`config.mk`:
```
export PLATFORM = sky130hd
export DESIGN_NAME = rca_seq_adder
export DESIGN_NICKNAME = d
export VERILOG_FILES = /design/src/rtl/rca_seq_adder.sv
export SDC_FILE = /design/constraint.sdc
export NUM_CORES = 1
export LEC_CHECK = 0
export BUFFER_PORTS_ARGS = -buffer_cell sky130_fd_sc_hd__buf_2
export CORE_ASPECT_RATIO = 1.75
export CORE_MARGIN = 1
export CORE_UTILIZATION = 45
export CTS_CLUSTER_SIZE = 8
export DETAILED_ROUTE_END_ITERATION = 12
export GPL_ROUTABILITY_DRIVEN = 0
export PLACE_DENSITY = 0.66
export SLEW_MARGIN = 10
export SYNTH_ARGS = -nofsm -noshare
export SYNTH_HDL_FRONTEND = slang
export SYNTH_SLANG_ARGS = --single-unit
export TNS_END_PERCENT = 30
```
`constraint.sdc`:
```
create_clock -name clk -period 2.7 [get_ports clk]
set_input_delay 0.54 -clock clk [delete_from_list [all_inputs] [get_ports clk]]
set_output_delay 0.54 -clock clk [all_outputs]
set_load 0.01 [all_outputs]
```
`src/rtl/rca_seq_adder.sv`:
```
// Sequential ripple-carry adder: one 4-bit slice per clock, IDLE -> RUN -> DONE.
// Defining RCA_SEQ_ADDER_OVF_EN adds the Ovf output (signed overflow of the top slice).
module rca_seq_adder #(
   parameter int NIBBLES = 4
) (
   input  logic                 clk,
   input  logic                 rst,
   input  logic                 start,
   input  logic [4*NIBBLES-1:0] A,
   input  logic [4*NIBBLES-1:0] B,
   input  logic                 Cin,
   output logic [4*NIBBLES-1:0] Sum,
   output logic                 Cout,
`ifdef RCA_SEQ_ADDER_OVF_EN
   output logic                 Ovf,
`endif
   output logic                 busy,
   output logic                 done
);
   localparam int W = 4 * NIBBLES;
   localparam int IDX_W = (NIBBLES > 1) ? $clog2(NIBBLES) : 1;
   localparam logic [IDX_W-1:0] LAST_IDX = IDX_W'(NIBBLES - 1);

   typedef enum logic [1:0] {IDLE, RUN, DONE} state_t;

   state_t           state;
   logic [W-1:0]     a_reg;
   logic [W-1:0]     b_reg;
   logic [IDX_W-1:0] idx;
   logic             carry;
   logic [3:0]       a_nib;
   logic [3:0]       b_nib;
   logic [4:0]       slice;

   // The slice selected by idx feeds a single shared 4-bit adder.
   assign a_nib = a_reg[{idx, 2'b00} +: 4];
   assign b_nib = b_reg[{idx, 2'b00} +: 4];
   assign slice = {1'b0, a_nib} + {1'b0, b_nib} + {4'b0000, carry};

   always_ff @(posedge clk) begin
      if (rst) begin
         state <= IDLE;
         a_reg <= '0;
         b_reg <= '0;
         idx   <= '0;
         carry <= 1'b0;
         Sum   <= '0;
         Cout  <= 1'b0;
`ifdef RCA_SEQ_ADDER_OVF_EN
         Ovf   <= 1'b0;
`endif
         busy  <= 1'b0;
         done  <= 1'b0;
      end else begin
         case (state)
            IDLE: begin
               if (start) begin
                  a_reg <= A;
                  b_reg <= B;
                  carry <= Cin;
                  Sum   <= '0;
                  idx   <= '0;
                  busy  <= 1'b1;
                  state <= RUN;
               end
            end
            RUN: begin
               Sum[{idx, 2'b00} +: 4] <= slice[3:0];
               carry <= slice[4];
               if (idx == LAST_IDX) begin
                  idx   <= '0;
                  Cout  <= slice[4];
`ifdef RCA_SEQ_ADDER_OVF_EN
                  // Carry into the MSB is recovered as a^b^sum of bit 3.
                  Ovf   <= a_nib[3] ^ b_nib[3] ^ slice[3] ^ slice[4];
`endif
                  busy  <= 1'b0;
                  done  <= 1'b1;
                  state <= DONE;
               end else begin
                  idx <= idx + 1'b1;
               end
            end
            DONE: begin
               done  <= 1'b0;
               state <= IDLE;
            end
            default: begin
               busy  <= 1'b0;
               done  <= 1'b0;
               state <= IDLE;
            end
         endcase
      end
   end

endmodule
```
==> results.py <==
metrics = {
    "grt": {
        "grt_pass1_vias": 1975,
        "grt_pass1_wl_mm": 8.62,
        "grt.overflow.total": 0,
        "grt_use_total_pct": 19.3,
        "grt_max_degree": 51,
        "grt_antenna_before_repair": 0,
    },
    "floorplan": {
        "dieArea_sq_um": 5910,
        "die_height_um": 101,
        "ios": 55,
        "start_util_pct": 47.1,
        "die_width_um": 58.5,
        "rows": 35,
        "fp.coreArea_sq_um": 5340,
    },
    "placement": {
        "dpl_cell_area_sq_um": 2780,
        "io_buffer_count": 54,
        "dp.cells": 396,
        "place_hpwl_mm": 3.88,
    },
    "critical_path": {
        "crit_path_top_delay_cell": "mux4_2",
        "start_kind": "flip-flop",
        "cp-end-kind": "flip-flop",
        "required_ns": 2.90,
        "crit_chain": "mux4_2, fa_1, a211oi_1, o21ai_0, o41ai_1",
        "crit_fanout": 8,
        "worstSetupPathType": "reg -> reg",
        "worst_path_largest_cell_delay_ns": 0.55,
        "critPathArrivalTime_ns": 2.64,
    },
    "run_status": {
        "outcome": "completed",
    },
    "power_and_ir_drop": {
        "leakage_nw": 1.19,
        "peakVddDrop_mv": 0.361,
        "power.density_nw_per_um2": 570,
    },
    "synth": {
        "ys_top_cells_by_area": "dfxtp_1, nand2_1, a21oi_1",
        "synthAdderAreaFrac_pct": 5.07,
        "synth_seq_area_share_pct": 44.5,
        "yosys_warnings": 0,
        "syn_area_sq_um": 2520,
        "synth_flop_cell": "dfxtp_1",
        "synth_top_family_by_area": "simple AND/OR/NAND/NOR gates",
        "synth-edff-count": 0,
        "synth_xor_area_share_pct": 0.348,
        "synthArstFlopShare_pct": 0,
        "yosys.area.top_type": "dfxtp_1",
        "synthMuxAreaShare_pct": 7.16,
        "synth_most_common_cell": "nand2_1",
        "synth_compound_gate_area_share_pct": 15.6,
        "ys_ff_latch": 56,
        "synth-simple-area-share_pct": 20.6,
        "syn_avg_cell_area_sq_um": 8.90,
        "synth_common_cells": "nand2_1, dfxtp_1, a21oi_1",
        "syn_inst": 283,
        "synth_cell_type_count": 34,
        "yosysTopAreaCellShare_pct": 44.5,
        "syn-num-nets": 328,
    },
    "timing": {
        "clock_skew_ns": 0.00369,
        "period_share_pct": 90.3,
        "fmax_mhz": 410,
        "finalSetupTns_ns": 0,
        "rsz0062_at_grt": "false",
        "relSlewSlack_pct": 43.5,
        "hold_slack_ns": 0.460,
        "setup_viol": 0,
        "final-hold-violation-count": 0,
        "drv_slew": 0,
        "tightest_slew_ns": 0.847,
        "fin_crit_ns": 2.44,
    },
    "finish": {
        "final_cells": 402,
        "fin_area_sq_um": 2880,
        "utilization_pct": 53.9,
        "nets": 374,
        "drive_above_1_share_pct": 23.8,
        "antenna_cells": 0,
        "area_growth_pct": 14.5,
    },
    "worst_hold_path": {
        "hold_class": "reg -> reg",
    },
    "clock_tree": {
        "htree_num_levels": 2,
        "cts_buffer_depth": 2,
        "post_cts_buffers": 0,
        "cts-root-buf": "clkbuf_8",
        "insertion_delay_ns": 0.30,
        "cts.sinks": 56,
        "cts_buffers": 5,
        "clk_pin_slew_ns": 0.09,
        "cts_tree": "yes",
    },
    "detailed_routing": {
        "remaining_drc_errors": 0,
        "routed_wl_mm": 5.24,
        "drtPass1Iterations": 4,
        "wl_per_cell_um": 13.0,
        "routed-via-count": 2056,
        "postRouteAntennaNets": 0,
        "drt_iter0_drc": 52,
        "viasPerCell": 5.11,
    },
    "run": {
        "cap_violations": 0,
    },
}
## where the power goes
part	switching (W)	leakage, nW	internal (W)	total, W
combinational	0.000132	0.678	0.000100	0.000233
sequential	0.0000273	0.458	0.000863	0.000891
clock	0.000253	0.0501	0.000267	0.000520
## worst max-delay path: cells and delay by family (launching register included)
kind	cells	cell delay (ns)
compound gates	3	0.87
mux	1	0.55
flops	1	0.48
fa+ha+maj	1	0.43
## layout make-up
class                           instances  area (sq um)
Sequential cell                        56          1120
Fill cell                             540          2460
Clock inverter                          1          30.0
Multi-Input combinational cell        198          1230
Inverter                                9          33.8
Clock buffer                            5          68.8
Timing Repair Buffer                   59           308
Tap cell                               74          92.6
## worst paths after layout
path | cells past startpoint | end | start | slack (ns)
worst max-delay path | 5 | Sum[7]$_SDFFE_PP0P_ | idx[0]$_SDFFE_PP0P_ | 0.26
worst min-delay path | 2 | b_reg[0]$_SDFFE_PP0P_ | b_reg[0]$_SDFFE_PP0P_ | 0.46
worst max register to register | 5 | Sum[7]$_SDFFE_PP0P_ | idx[0]$_SDFFE_PP0P_ | 0.26
worst min register to register | 2 | b_reg[0]$_SDFFE_PP0P_ | b_reg[0]$_SDFFE_PP0P_ | 0.46
## cells in the final DEF (no fill, tap or decap), drive strengths merged
master / netlist / layout
nor3: 5 / 5
fa: 2 / 2
nor2b: 2 / 2
nand4b: 1 / 1
nand2b: 3 / 3
buf: 12 / 59
o21a: 1 / 1
a21oi: 38 / 38
ha: 7 / 7
o21bai: 1 / 1
o41ai: 1 / 1
mux4: 8 / 8
nand2: 72 / 72
inv: 9 / 9
dfxtp: 56 / 56
o211ai: 1 / 1
or2: 1 / 1
nand3: 2 / 2
clkbuf: 8 / 5
a211oi: 1 / 1
a31oi: 2 / 2
nor4b: 2 / 2
a22oi: 12 / 12
o31ai: 2 / 2
bufinv: 0 / 1
o21ai: 3 / 3
nand3b: 4 / 4
xnor2: 1 / 1
a21o: 4 / 4
nor2: 22 / 22
## layer usage
layer  global-route usage, %  up-vias  wire length, um
li1                        -     1048                -
met1                    19.9      958             2100
met2                    36.8       43             2880
met3                    3.47        7              165
met4                    7.69        0               95
met5                       0        -                0
## metrics by stage
| stage | setup WS, ns | total power (W) |
|---|---|---|
| finish | 0.262 | 0.00164 |
| global route | 0.0665 | 0.00172 |
| CTS | 0.0598 | 0.00165 |
| detailed placement | 0.0806 | 0.00115 |
| global placement | 0.151 | 0.00114 |
| floorplan | 0.211 | 0.00109 |
## kinds of logic after synthesis
group | count (synthesis)
buffers and inverters | 29
multiplexers | 8
AO/OA/AOI/OAI | 66
AND/OR/NAND/NOR | 114
adder cells (fa/ha/maj) | 9
XOR/XNOR | 1
flip-flops | 56
## timing repair
item,4_1_cts,5_1_grt
hold buffers,0,0
gates resized for setup,0,1
endpoints found under the setup margin,0,5
Note: power is estimated with default switching activity, not from simulation.
